<file path="src/rtl/idecode_if.sv">
// Decode-stage bus: fetch-side valid/ready/instruction in, decoded bundle
// with valid/ready out. The stage itself uses the slave view; the
// fetch/execute environment uses the master view.
interface idecode_if #(
    parameter int INSTR_W = 32,
    parameter int REG_AW  = 4,
    parameter int IMM_W   = 16
);
    logic               in_valid;
    logic               in_ready;
    logic [INSTR_W-1:0] instruction;
    logic               out_valid;
    logic               out_ready;
    logic               branch;
    logic               load_store;
    logic               data_register;
    logic               data_register_imm;
    logic               special_encoding;
    logic               set_flags;
    logic [2:0]         alu_function;
    logic [3:0]         branch_instruction;
    logic               reg_write;
    logic               reg_read;
    logic [REG_AW-1:0]  out_dest_register;
    logic [REG_AW-1:0]  out_source_first_reg;
    logic [REG_AW-1:0]  out_source_sec_reg;
    logic [IMM_W-1:0]   out_imm;
    logic [1:0]         first_level_decode_out;
    logic [3:0]         second_level_decode_out;
    logic               halt;
    logic               mul_trigger;
    logic [1:0]         mul_type;
    logic               illegal;

    modport slave (
        input  in_valid, instruction, out_ready,
        output in_ready, out_valid, branch, load_store, data_register,
               data_register_imm, special_encoding, set_flags, alu_function,
               branch_instruction, reg_write, reg_read, out_dest_register,
               out_source_first_reg, out_source_sec_reg, out_imm,
               first_level_decode_out, second_level_decode_out, halt,
               mul_trigger, mul_type, illegal
    );

    modport master (
        output in_valid, instruction, out_ready,
        input  in_ready, out_valid, branch, load_store, data_register,
               data_register_imm, special_encoding, set_flags, alu_function,
               branch_instruction, reg_write, reg_read, out_dest_register,
               out_source_first_reg, out_source_sec_reg, out_imm,
               first_level_decode_out, second_level_decode_out, halt,
               mul_trigger, mul_type, illegal
    );
endinterface

</file>
<file path="src/rtl/idecode_pipe.sv">
// Registered instruction-decode stage with valid/ready flow control, a
// sticky HALT state and a multiply-issue interlock.
// Optional feature macro: IDECODE_ILLEGAL_EN -- flags class-11 encodings
// other than plain branch / HALT as illegal instead of decoding a branch.
module idecode_pipe #(
    parameter int INSTR_W = 32,
    parameter int REG_AW  = 4,
    parameter int IMM_W   = 16,
    parameter int MUL_LAT = 4
) (
    input  logic     clk,
    input  logic     rst,
    idecode_if.slave bus
);
    // Counter needs at least one bit even when the interlock is disabled.
    localparam int         CW      = (MUL_LAT > 0) ? $clog2(MUL_LAT + 1) : 1;
    localparam logic [6:0] OP_HALT = 7'b1101000;

    typedef struct packed {
        logic              branch;
        logic              load_store;
        logic              data_register;
        logic              data_register_imm;
        logic              special_encoding;
        logic              set_flags;
        logic [2:0]        alu_function;
        logic [3:0]        branch_instruction;
        logic              reg_write;
        logic              reg_read;
        logic [REG_AW-1:0] dest;
        logic [REG_AW-1:0] src1;
        logic [REG_AW-1:0] src2;
        logic [IMM_W-1:0]  imm;
        logic [1:0]        first_level;
        logic [3:0]        second_level;
        logic              mul_trigger;
        logic [1:0]        mul_type;
        logic              illegal;
    } bundle_t;

    logic [6:0]        op;
    logic [REG_AW-1:0] f_dest, f_src1, f_src2;
    bundle_t           dec;
    bundle_t           bundle_q, bundle_d;
    logic              out_valid_q, out_valid_d;
    logic              halted_q, halted_d;
    logic [CW-1:0]     mul_cnt_q, mul_cnt_d;
    logic              take, mul_block, in_ready, accept;

    // Combinational decode of the instruction currently on the input.
    always_comb begin
        op     = bus.instruction[INSTR_W-1 -: 7];
        f_dest = bus.instruction[INSTR_W-8 -: REG_AW];
        f_src1 = bus.instruction[INSTR_W-8-REG_AW -: REG_AW];
        f_src2 = bus.instruction[INSTR_W-8-2*REG_AW -: REG_AW];
        dec                  = '0;
        dec.first_level      = op[6:5];
        dec.second_level     = op[3:0];
        dec.special_encoding = op[4];
        dec.set_flags        = op[3];
        dec.alu_function     = op[2:0];
        case (op[6:5])
            2'b11: begin
                dec.branch_instruction = 4'(f_dest);
                dec.src1               = f_src1;
                dec.src2               = f_src2;
`ifdef IDECODE_ILLEGAL_EN
                // Only the plain branch group and HALT are legal here;
                // illegal bundles still flow but cannot branch or touch regs.
                if (op[3:0] != 4'b0000 && op != OP_HALT) begin
                    dec.illegal = 1'b1;
                end else begin
                    dec.branch   = 1'b1;
                    dec.reg_read = 1'b1;
                end
`else
                dec.branch   = 1'b1;
                dec.reg_read = 1'b1;
`endif
            end
            2'b10: begin
                dec.load_store = 1'b1;
                dec.dest       = f_dest;
                dec.src1       = f_src1;
            end
            2'b01: begin
                dec.data_register = 1'b1;
                dec.dest          = f_dest;
                dec.src1          = f_src1;
                dec.src2          = f_src2;
                dec.reg_read      = 1'b1;
                dec.reg_write     = 1'b1;
            end
            default: begin
                dec.data_register_imm = 1'b1;
                dec.dest              = f_dest;
                dec.src1              = f_src1;
                dec.imm               = bus.instruction[IMM_W-1:0];
                dec.reg_read          = 1'b1;
                dec.reg_write         = 1'b1;
            end
        endcase
        case (op)
            7'b0010000: begin dec.mul_trigger = 1'b1; dec.mul_type = 2'd0; end
            7'b0110000: begin dec.mul_trigger = 1'b1; dec.mul_type = 2'd1; end
            7'b0011000: begin dec.mul_trigger = 1'b1; dec.mul_type = 2'd2; end
            7'b0111000: begin dec.mul_trigger = 1'b1; dec.mul_type = 2'd3; end
            default:    begin dec.mul_trigger = 1'b0; dec.mul_type = 2'd0; end
        endcase
    end

    // Handshake: a multiply is also blocked in the very cycle an older
    // multiply leaves, since the counter has not been loaded yet.
    always_comb begin
        take      = out_valid_q && bus.out_ready;
        mul_block = dec.mul_trigger &&
                    ((mul_cnt_q != '0) ||
                     (take && bundle_q.mul_trigger && (MUL_LAT != 0)));
        in_ready  = !halted_q && (!out_valid_q || bus.out_ready) && !mul_block;
        accept    = bus.in_valid && in_ready;
    end

    // Next state for the output register, halt flag and interlock counter.
    always_comb begin
        bundle_d    = bundle_q;
        out_valid_d = out_valid_q;
        halted_d    = halted_q;
        mul_cnt_d   = mul_cnt_q;
        if (accept) begin
            bundle_d    = dec;
            out_valid_d = 1'b1;
            if (op == OP_HALT) halted_d = 1'b1;
        end else if (take) begin
            out_valid_d = 1'b0;
        end
        if (take && bundle_q.mul_trigger) begin
            mul_cnt_d = CW'(MUL_LAT);
        end else if (mul_cnt_q != '0) begin
            mul_cnt_d = mul_cnt_q - CW'(1);
        end
    end

    // State registers; reset drops any in-flight bundle and interlock.
    always_ff @(posedge clk) begin
        if (rst) begin
            bundle_q    <= '0;
            out_valid_q <= 1'b0;
            halted_q    <= 1'b0;
            mul_cnt_q   <= '0;
        end else begin
            bundle_q    <= bundle_d;
            out_valid_q <= out_valid_d;
            halted_q    <= halted_d;
            mul_cnt_q   <= mul_cnt_d;
        end
    end

    assign bus.in_ready                = in_ready;
    assign bus.out_valid               = out_valid_q;
    assign bus.branch                  = bundle_q.branch;
    assign bus.load_store              = bundle_q.load_store;
    assign bus.data_register           = bundle_q.data_register;
    assign bus.data_register_imm       = bundle_q.data_register_imm;
    assign bus.special_encoding        = bundle_q.special_encoding;
    assign bus.set_flags               = bundle_q.set_flags;
    assign bus.alu_function            = bundle_q.alu_function;
    assign bus.branch_instruction      = bundle_q.branch_instruction;
    assign bus.reg_write               = bundle_q.reg_write;
    assign bus.reg_read                = bundle_q.reg_read;
    assign bus.out_dest_register       = bundle_q.dest;
    assign bus.out_source_first_reg    = bundle_q.src1;
    assign bus.out_source_sec_reg      = bundle_q.src2;
    assign bus.out_imm                 = bundle_q.imm;
    assign bus.first_level_decode_out  = bundle_q.first_level;
    assign bus.second_level_decode_out = bundle_q.second_level;
    assign bus.halt                    = halted_q;
    assign bus.mul_trigger             = bundle_q.mul_trigger;
    assign bus.mul_type                = bundle_q.mul_type;
    // Never set by the decoder unless the illegal-detect feature is built in.
    assign bus.illegal                 = bundle_q.illegal;
endmodule

</file>
<file path="src/flat_wrapper.sv">
// flat-port wrapper written by rule: the top's interface ports become plain ports
module idecode_pipe_flat 
#(
    parameter int INSTR_W = 32,
    parameter int REG_AW  = 4,
    parameter int IMM_W   = 16,
    parameter int MUL_LAT = 4
)
  (clk, rst, bus_in_valid, bus_instruction, bus_out_ready, bus_in_ready, bus_out_valid, bus_branch, bus_load_store, bus_data_register, bus_data_register_imm, bus_special_encoding, bus_set_flags, bus_alu_function, bus_branch_instruction, bus_reg_write, bus_reg_read, bus_out_dest_register, bus_out_source_first_reg, bus_out_source_sec_reg, bus_out_imm, bus_first_level_decode_out, bus_second_level_decode_out, bus_halt, bus_mul_trigger, bus_mul_type, bus_illegal);
  idecode_if #(.INSTR_W(INSTR_W), .REG_AW(REG_AW), .IMM_W(IMM_W)) bus_i ();
  input  logic clk;
  input  logic rst;
  input wire logic [$bits(bus_i.in_valid)-1:0] bus_in_valid;
  input wire logic [$bits(bus_i.instruction)-1:0] bus_instruction;
  input wire logic [$bits(bus_i.out_ready)-1:0] bus_out_ready;
  output wire logic [$bits(bus_i.in_ready)-1:0] bus_in_ready;
  output wire logic [$bits(bus_i.out_valid)-1:0] bus_out_valid;
  output wire logic [$bits(bus_i.branch)-1:0] bus_branch;
  output wire logic [$bits(bus_i.load_store)-1:0] bus_load_store;
  output wire logic [$bits(bus_i.data_register)-1:0] bus_data_register;
  output wire logic [$bits(bus_i.data_register_imm)-1:0] bus_data_register_imm;
  output wire logic [$bits(bus_i.special_encoding)-1:0] bus_special_encoding;
  output wire logic [$bits(bus_i.set_flags)-1:0] bus_set_flags;
  output wire logic [$bits(bus_i.alu_function)-1:0] bus_alu_function;
  output wire logic [$bits(bus_i.branch_instruction)-1:0] bus_branch_instruction;
  output wire logic [$bits(bus_i.reg_write)-1:0] bus_reg_write;
  output wire logic [$bits(bus_i.reg_read)-1:0] bus_reg_read;
  output wire logic [$bits(bus_i.out_dest_register)-1:0] bus_out_dest_register;
  output wire logic [$bits(bus_i.out_source_first_reg)-1:0] bus_out_source_first_reg;
  output wire logic [$bits(bus_i.out_source_sec_reg)-1:0] bus_out_source_sec_reg;
  output wire logic [$bits(bus_i.out_imm)-1:0] bus_out_imm;
  output wire logic [$bits(bus_i.first_level_decode_out)-1:0] bus_first_level_decode_out;
  output wire logic [$bits(bus_i.second_level_decode_out)-1:0] bus_second_level_decode_out;
  output wire logic [$bits(bus_i.halt)-1:0] bus_halt;
  output wire logic [$bits(bus_i.mul_trigger)-1:0] bus_mul_trigger;
  output wire logic [$bits(bus_i.mul_type)-1:0] bus_mul_type;
  output wire logic [$bits(bus_i.illegal)-1:0] bus_illegal;
  assign bus_i.in_valid = bus_in_valid;
  assign bus_i.instruction = bus_instruction;
  assign bus_i.out_ready = bus_out_ready;
  assign bus_in_ready = bus_i.in_ready;
  assign bus_out_valid = bus_i.out_valid;
  assign bus_branch = bus_i.branch;
  assign bus_load_store = bus_i.load_store;
  assign bus_data_register = bus_i.data_register;
  assign bus_data_register_imm = bus_i.data_register_imm;
  assign bus_special_encoding = bus_i.special_encoding;
  assign bus_set_flags = bus_i.set_flags;
  assign bus_alu_function = bus_i.alu_function;
  assign bus_branch_instruction = bus_i.branch_instruction;
  assign bus_reg_write = bus_i.reg_write;
  assign bus_reg_read = bus_i.reg_read;
  assign bus_out_dest_register = bus_i.out_dest_register;
  assign bus_out_source_first_reg = bus_i.out_source_first_reg;
  assign bus_out_source_sec_reg = bus_i.out_source_sec_reg;
  assign bus_out_imm = bus_i.out_imm;
  assign bus_first_level_decode_out = bus_i.first_level_decode_out;
  assign bus_second_level_decode_out = bus_i.second_level_decode_out;
  assign bus_halt = bus_i.halt;
  assign bus_mul_trigger = bus_i.mul_trigger;
  assign bus_mul_type = bus_i.mul_type;
  assign bus_illegal = bus_i.illegal;
  idecode_pipe #(.INSTR_W(INSTR_W), .REG_AW(REG_AW), .IMM_W(IMM_W), .MUL_LAT(MUL_LAT)) u_core (.clk(clk), .rst(rst), .bus(bus_i));
endmodule
</file>
<file path="config.mk">
export PLATFORM = sky130hd
export DESIGN_NAME = idecode_pipe_flat
export DESIGN_NICKNAME = d
export VERILOG_FILES = /design/src/rtl/idecode_if.sv /design/src/rtl/idecode_pipe.sv /design/src/flat_wrapper.sv
export SDC_FILE = /design/constraint.sdc
export NUM_CORES = 1
export LEC_CHECK = 0
export CAP_MARGIN = 20
export CORE_ASPECT_RATIO = 1.4
export CORE_MARGIN = 10
export CORE_UTILIZATION = 46
export CTS_CLUSTER_DIAMETER = 200
export DETAILED_ROUTE_END_ITERATION = 7
export GPL_TIMING_DRIVEN = 1
export PLACE_DENSITY = 0.84
export SYNTH_ARGS = -nofsm -noshare
export SYNTH_HDL_FRONTEND = slang
export SYNTH_SLANG_ARGS = --single-unit
</file>
<file path="constraint.sdc">
create_clock -name clk -period 4.5 [get_ports clk]
set_input_delay 0.9 -clock clk [delete_from_list [all_inputs] [get_ports clk]]
set_output_delay 0.9 -clock clk [all_outputs]
set_load 0.02 [all_outputs]
</file>
Word-level counts from Yosys, hierarchy flattened. Cells that the tools add are included.

Add/sub/neg operators: 1. $mul: 0. Divide/modulo/power cells: 0. Magnitude comparators: 0. Equal/unequal tests: 8. Shift operators: 0. Multiplexer cells: 15. Bitwise operators: 0. Reduce and logical (&&, ||, !) cells: 19.

Operator list (number): $mux W16 (1); $eq A7 B5 Y1 const B (2); $eq A7 B6 Y1 const B (2); $mux W4 (3); $pmux W3 S4 (1); $mux W1 (8); $eq A7 B7 Y1 const B (1); $logic_and A1 B1 Y1 (6); $mux W3 (2); $reduce_or A2 Y1 (3); $eq A2 B2 Y1 const B (2); $reduce_bool A2 Y1 (2); $logic_not A1 Y1 (3); $reduce_bool A3 Y1 (1); $reduce_or A3 Y1 (1); $sub A3 B1 Y3 const B (1); $eq A2 B1 Y1 const B (1); $logic_or A1 B1 Y1 (2); $reduce_and A2 Y1 (1).

Bits in registers: 57. Latch bits: 0. Memory bits (writable): 0. Memory bits (read-only): 0. Output and inout bits: 56. Word-level logic and storage cells: 65. Memories: 0.

Logic depth before layout (Yosys ltp). Gate-level depths: netlist of the first run.

Depth in word-level cells: 8. Gate-level depth with buffers: 9.

Worst setup path before layout of the first run. No wires, ideal clock.

Path kind: input-to-output. Start point: input bus_instruction[25]. End point: output bus_in_ready. Arrival time: 2061 ps. Path slack: 1539 ps. Cell stages on the path: 5. Buffers on the path: 2. Cells stage by stage: or3_4 -> a211o_1 -> buf_2 -> buf_6 -> and3_1.

Word-level cells in the longest chain between the ends: 5. Elaborated cells between the ends (all ways): 8. Those cells by class: eq/ne (4); mux (1); reduce/logical (3).

RTL lines: start: declaration (RTL line flat_wrapper.sv:14) `input wire logic [$bits(bus_i.instruction)-1:0] bus_instruction;`; $eq A7 B6 Y1 / $eq A7 B5 Y1 (equally long branches) (RTL line idecode_pipe.sv:103) `case (op)`; $pmux W3 S4 (*) (RTL line idecode_pipe.sv:103); $logic_and A1 B1 Y1 (*) (RTL line idecode_pipe.sv:116) `mul_block = dec.mul_trigger &&`; $logic_not A1 Y1 (*) (RTL line idecode_pipe.sv:119) `in_ready = !halted_q && (!out_valid_q || bus.out_ready) && !mul_block;`; $logic_and A1 B1 Y1 (*) (RTL line idecode_pipe.sv:119); end: declaration (RTL line flat_wrapper.sv:16) `output wire logic [$bits(bus_i.in_ready)-1:0] bus_in_ready;`.

Mark *: on every way between the ends. The rest lies on a longest branch, timed or not.

Worst setup path in the final report of the first run.
Start point: input bus_instruction[31]. End point: output bus_in_ready.

Same word-level chain as after synthesis.

==> results.py, run 1 <==
metrics = {
    "global_route": {
        "grt_pass1_vias": 2120,
        "antenna_found_initial": 0,
        "grt_usage": 0.153,
        "grt_pass1_wl_um": 10500,
        "grt.overflow.total": 0,
        "grt_max_degree": 57,
    },
    "drt": {
        "route.vias.total": 2202,
        "route.detailed.drc": 0,
        "drt_wl_total_um": 6610,
        "routedWlPerCell_um": 16.2,
        "ant_nets": 0,
        "via_per_inst": 5.38,
        "dr.pass1.iters": 4,
        "drt_iter0_markers": 201,
    },
    "logic_synthesis": {
        "syn_area_um2": 2320,
        "netlist.area_leader.share": 0.457,
        "synthTopCellsByArea": "dfxtp_1, o21ai_0, a21oi_1, nor2b_1, nand4_1",
        "synth.ff_latch_count": 53,
        "async_reset_ff_frac": 0,
        "netlist_instances": 277,
        "synth_top_area_cell": "dfxtp_1",
        "synth_cell_types": 35,
        "avgSynthCellArea_um2": 8.39,
        "ys_warn_count": 0,
        "synth_edf_count": 0,
        "ys_seq_area_frac": 0.457,
        "synth_nets": 316,
        "synth_top_flop_cell": "dfxtp_1",
    },
    "cts": {
        "clockBufferDepth": 2,
        "clock_sinks": 53,
        "cts_tree": "yes",
        "post-cts-setup-buffers": 0,
        "cts_max_level": 2,
        "holdBufCountCts": 0,
        "clk_pin_slew_worst_paths_ns": 0.09,
        "cts_resized": 0,
        "cts_buffers": 5,
        "insertion_delay_ns": 0.30,
        "clock-root-buffer": "clkbuf_8",
    },
    "hold_path": {
        "holdCritStartpoint": "u_core.bus.out_imm[14]",
        "hp-class": "reg -> reg",
    },
    "setup_path": {
        "cp-end-kind": "primary output",
        "critPathKind": "in -> out",
        "r2r_setup_slack_ns": 2.29,
        "r2r_start": "u_core.bus.out_valid",
        "worst_ep_required_time_ns": 3.60,
        "crit_path_start": "bus_instruction[31]",
        "crit_arrival_ns": 2.76,
        "r2r_end": "u_core.bus.reg_write",
        "reg2reg_depth": 5,
        "start_kind": "primary input",
        "cp_max_fo": 8,
        "cp-endpoint": "bus_in_ready",
    },
    "finish": {
        "area_growth_pct": 38.7,
        "largest_reg_flops": 16,
        "num_antenna_cells": 0,
        "final_common_cell": "clkdlybuf4s50_1",
        "utilization": 0.660,
        "final_cell_count_no_fill": 409,
        "nets": 385,
        "stdcell_area_um2": 3220,
        "final_cell_mix": "clkdlybuf4s50_1, dfxtp_1, o21ai_0",
        "drive_gt1_frac": 0.0493,
    },
    "placement": {
        "placed_area_um2": 3150,
        "dpl.hpwl_um": 4700,
        "io_buffers": 90,
        "placedCellCount": 403,
        "place_congestion": 0.723,
    },
    "timing": {
        "tightest_slew_ns": 1.07,
        "fmax_ghz": 0.273,
        "hold_viol": 0,
        "relSlewSlack": 0.284,
        "slew_viol_final": 0,
        "rsz0062_at_grt": "false",
        "clock_skew_ns": 0.00264,
        "setup_viol": 0,
        "tns_ns": 0,
        "fin_crit_ns": 3.66,
        "finalCritPeriodShare": 0.813,
    },
    "floorplan": {
        "die_w_um": 80.1,
        "chipHeight_um": 104,
        "coreArea_um2": 4880,
        "core.rowCount": 30,
        "dieArea_um2": 8330,
        "initial_core_util": 0.476,
        "ioPinCount": 92,
    },
    "power_and_ir_drop": {
        "vdd_drop_max_mv": 0.176,
        "leakagePower_uw": 0.00111,
        "power.density_nw_per_um2": 306,
    },
    "status": {
        "status": "finished clean",
    },
    "flow_run": {
        "drv_cap": 0,
    },
}
worst max-delay path, cell delays in order:
cell and delay (ns):
clkdlybuf4s50_1 0.59, nand2b_4 0.25, a211o_1 0.30, and3_1 0.18
clkdlybuf4s50_1 0.54
final cells by class:
class / instances / area (um2)
sequential: 53 / 1060
clock inverter: 1 / 5.00
timing repair buffer: 94 / 926
inverter: 6 / 22.5
fill: 434 / 1660
clock buffer: 5 / 68.8
tap: 64 / 80.1
multi-input combinational: 186 / 1060
cells in the mapped netlist, types with 4 or more instances:
cell	n
nand3_1	16
dfxtp_1	53
or4b_1	4
o21ai_0	48
o21ai_1	12
buf_2	10
clkbuf_1	8
nand2_1	16
nand4_1	13
nand2b_1	4
a21oi_1	33
buf_4	7
nor2b_1	14
buf_1	4
inv_1	6
through the flow:
stage	hold WS (ns)	setup slack, ns	total power (uW)
after detailed placement	0.458	0.850	752
after CTS	0.471	0.848	995
final	0.470	0.842	987
after floorplan	0.491	1.54	658
after global routing	0.496	0.794	1040
after global placement	0.451	0.885	744
worst min-delay path by stage:
stage                                       end  depth (start not counted)
2_1_floorplan               u_core.mul_cnt_q[1]                          2
6_report                 u_core.bus.out_imm[14]                          2
5_1_grt        u_core.bus.branch_instruction[0]                          2
4_1_cts                  u_core.bus.out_imm[14]                          2
3_5_place_dp             u_core.bus.out_imm[14]                          2
3_3_place_gp             u_core.bus.out_imm[14]                          2
metal layers:
| metal | GRT usage | wire (um) | vias up | share of wire |
|---|---|---|---|---|
| li1 | - | - | 1094 | - |
| met5 | 0 | 0 | - | 0 |
| met3 | 0.0813 | 720 | 4 | 0.11 |
| met2 | 0.245 | 3350 | 72 | 0.51 |
| met4 | 0.0303 | 40 | 0 | 0.0061 |
| met1 | 0.175 | 2500 | 1032 | 0.38 |
power by group:
part | internal (uW) | switching (uW) | leakage [uW]
Sequential | 495 | 13.7 | 0.000432
Clock | 103 | 146 | 0.0000399
Combinational | 105 | 125 | 0.000637
cell families after synthesis:
kind of cell	share of synthesized area
AO/OA/AOI/OAI	0.219
adder cells (fa/ha/maj)	0.0162
XOR/XNOR	0.00377
flip-flops	0.457
multiplexers	0.00431
AND/OR/NAND/NOR	0.211
buffers and inverters	0.0878
other	0.00161
No activity file was read; power rests on OpenSTA's default activity.
==> run 2: changes to the inputs <==
--- a/config.mk
+++ b/config.mk
@@ -8,11 +8,11 @@
 export CAP_MARGIN = 20
 export CORE_ASPECT_RATIO = 1.4
 export CORE_MARGIN = 10
-export CORE_UTILIZATION = 46
+export CORE_UTILIZATION = 39
 export CTS_CLUSTER_DIAMETER = 200
 export DETAILED_ROUTE_END_ITERATION = 7
 export GPL_TIMING_DRIVEN = 1
-export PLACE_DENSITY = 0.84
+export PLACE_DENSITY = 0.76
 export SYNTH_ARGS = -nofsm -noshare
 export SYNTH_HDL_FRONTEND = slang
 export SYNTH_SLANG_ARGS = --single-unit
==> constraint.sdc (replaced) <==
create_clock -name clk -period 3.2 [get_ports clk]
set_input_delay 0.64 -clock clk [delete_from_list [all_inputs] [get_ports clk]]
set_output_delay 0.64 -clock clk [all_outputs]
set_load 0.02 [all_outputs]
==> run 2 against run 1 <==
Effect of this change: clock skew increased by 0.0021 ns; routed wire length up 5.1%; largest power group unchanged; global-route usage shrank 0.95 points; critical path depth unchanged; power rose by 47%; critical path type unchanged; worst setup slack got worse by 0.75 ns; register-to-register slack worse by 1.1 ns; largest cell class unchanged.
==> results.py, run 2 (synthesis results as in run 1) <==
metrics = {
    "floorplan": {
        "die_w_um": 85.2,
        "core.rowCount": 33,
        "coreArea_um2": 5820,
        "ioPinCount": 92,
        "chipHeight_um": 111,
        "initial_core_util": 0.399,
        "dieArea_um2": 9490,
    },
    "finish": {
        "num_antenna_cells": 0,
        "nets": 391,
        "area_growth_pct": 42.6,
        "drive_gt1_frac": 0.0708,
        "final_common_cell": "clkdlybuf4s50_1",
        "largest_reg_flops": 16,
        "stdcell_area_um2": 3310,
        "final_cell_mix": "clkdlybuf4s50_1, dfxtp_1, o21ai_0",
    },
    "status": {
        "status": "finished clean",
    },
    "global_route": {
        "grt.overflow.total": 0,
        "antenna_found_initial": 0,
        "grt_pass1_wl_um": 11500,
        "grt_max_degree": 42,
        "grt_usage": 0.143,
        "grt_pass1_vias": 2270,
    },
    "cts": {
        "clockBufferDepth": 2,
        "insertion_delay_ns": 0.30,
        "cts_max_level": 2,
        "cts_buffers": 5,
        "holdBufCountCts": 0,
        "post-cts-setup-buffers": 0,
        "clk_pin_slew_worst_paths_ns": 0.09,
        "clock-root-buffer": "clkbuf_8",
        "cts_resized": 0,
        "clock_sinks": 53,
        "cts_tree": "yes",
    },
    "timing": {
        "slew_viol_final": 0,
        "clock_skew_ns": 0.00475,
        "tightest_slew_ns": 0.608,
        "relSlewSlack": 0.594,
        "fin_crit_ns": 3.10,
        "hold_viol": 0,
        "rsz0062_at_grt": "false",
        "whs_ns": 0.474,
        "fmax_ghz": 0.322,
        "setup_viol": 0,
        "tns_ns": 0,
        "finalCritPeriodShare": 0.970,
    },
    "drt": {
        "routedWlPerCell_um": 16.4,
        "ant_nets": 0,
        "drt_iter0_markers": 124,
        "drt_wl_total_um": 6950,
        "dr.pass1.iters": 4,
        "route.detailed.drc": 0,
        "via_per_inst": 5.28,
        "route.vias.total": 2234,
    },
    "setup_path": {
        "start_kind": "primary input",
        "crit_arrival_ns": 2.46,
        "crit_path_start": "bus_instruction[25]",
        "r2r_setup_slack_ns": 1.19,
        "cp_max_fo": 4,
        "worst_ep_required_time_ns": 2.56,
        "reg2reg_depth": 7,
        "cp-endpoint": "bus_in_ready",
        "r2r_start": "u_core.mul_cnt_q[0]",
        "r2r_end": "u_core.bus.branch_instruction[3]",
        "critPathKind": "in -> out",
        "cp-end-kind": "primary output",
    },
    "power_and_ir_drop": {
        "p_int_uw": 1040,
        "leakagePower_uw": 0.00116,
        "p_comb_frac": 0.228,
        "switchingPower_uw": 404,
        "power.density_nw_per_um2": 437,
        "clockPowerShare": 0.277,
        "vdd_drop_max_mv": 0.210,
        "pwr-share-seq": 0.494,
        "switching_share": 0.279,
    },
    "placement": {
        "placed_area_um2": 3210,
        "dpl.hpwl_um": 5070,
        "io_buffers": 90,
        "place_congestion": 0.772,
    },
    "hold_path": {
        "hold_path_depth": 2,
        "hp-class": "reg -> reg",
    },
    "flow_run": {
        "drv_cap": 0,
    },
}
==> run 2: worst min-delay path by stage <==
| stage | startpoint | end | slack (ns) |
|---|---|---|---|
| 2_1_floorplan | u_core.mul_cnt_q[1] | u_core.mul_cnt_q[1] | 0.49 |
| 4_1_cts | u_core.bus.out_source_sec_reg[2] | u_core.bus.out_source_sec_reg[2] | 0.48 |
| 3_3_place_gp | u_core.bus.out_imm[13] | u_core.bus.out_imm[13] | 0.45 |
| 6_report | u_core.bus.data_register_imm | u_core.bus.data_register_imm | 0.47 |
| 3_5_place_dp | u_core.bus.out_source_first_reg[2] | u_core.bus.out_source_first_reg[2] | 0.47 |
| 5_1_grt | u_core.bus.branch_instruction[0] | u_core.bus.branch_instruction[0] | 0.50 |
==> run 2: layout make-up <==
type / count / area [um2]
Clock buffer: 7 / 96.3
Clock inverter: 1 / 5.00
Tap cell: 70 / 87.6
Timing Repair Buffer: 100 / 983
Fill cell: 533 / 2510
Sequential cell: 53 / 1060
Multi-Input combinational cell: 186 / 1060
Inverter: 6 / 22.5
==> run 2: critical path, stage by stage <==
cell             delay [ns]
clkdlybuf4s50_1        0.42
or3_4                  0.43
a211o_1                0.27
and3_1                 0.17
clkdlybuf4s50_1        0.53
==> run 2: stage by stage <==
| stage | cells | total power, uW | util | worst slack [ns] |
|---|---|---|---|---|
| finish | 423 | 1450 | 0.569 | 0.0951 |
| floorplan | 277 | 926 | - | 0.759 |
| global route | 423 | 1530 | 0.569 | 0.0453 |
| detailed placement | 415 | 1070 | 0.552 | 0.0862 |
| CTS | 423 | 1470 | 0.569 | 0.0808 |
| global placement | 415 | 1050 | 0.552 | 0.0958 |
==> run 2: routing by layer <==
metal | up-vias | track usage | wire [um]
met5 | - | 0 | 0
met4 | 0 | 0.0374 | 62
met3 | 7 | 0.0596 | 641
met2 | 78 | 0.241 | 3440
met1 | 1037 | 0.162 | 2810
li1 | 1112 | - | -
==> run 2: power by group through the flow <==
| stage | combinational [uW] | sequential (uW) | clock, uW |
|---|---|---|---|
| after detailed placement | 334 | 732 | 0 |
| after CTS | 335 | 717 | 420 |
| after global placement | 325 | 729 | 0 |
| after global routing | 361 | 721 | 444 |
| after floorplan | 165 | 760 | 0 |
| final | 331 | 716 | 402 |
==> run 3: changes to the inputs <==
--- a/config.mk
+++ b/config.mk
@@ -13,6 +13,7 @@
 export DETAILED_ROUTE_END_ITERATION = 7
 export GPL_TIMING_DRIVEN = 1
 export PLACE_DENSITY = 0.76
+export SLEW_MARGIN = 15
 export SYNTH_ARGS = -nofsm -noshare
 export SYNTH_HDL_FRONTEND = slang
 export SYNTH_SLANG_ARGS = --single-unit
==> results of run 3 <==
Same layout as run 2: the final DEF is identical, and so are final timing and power.
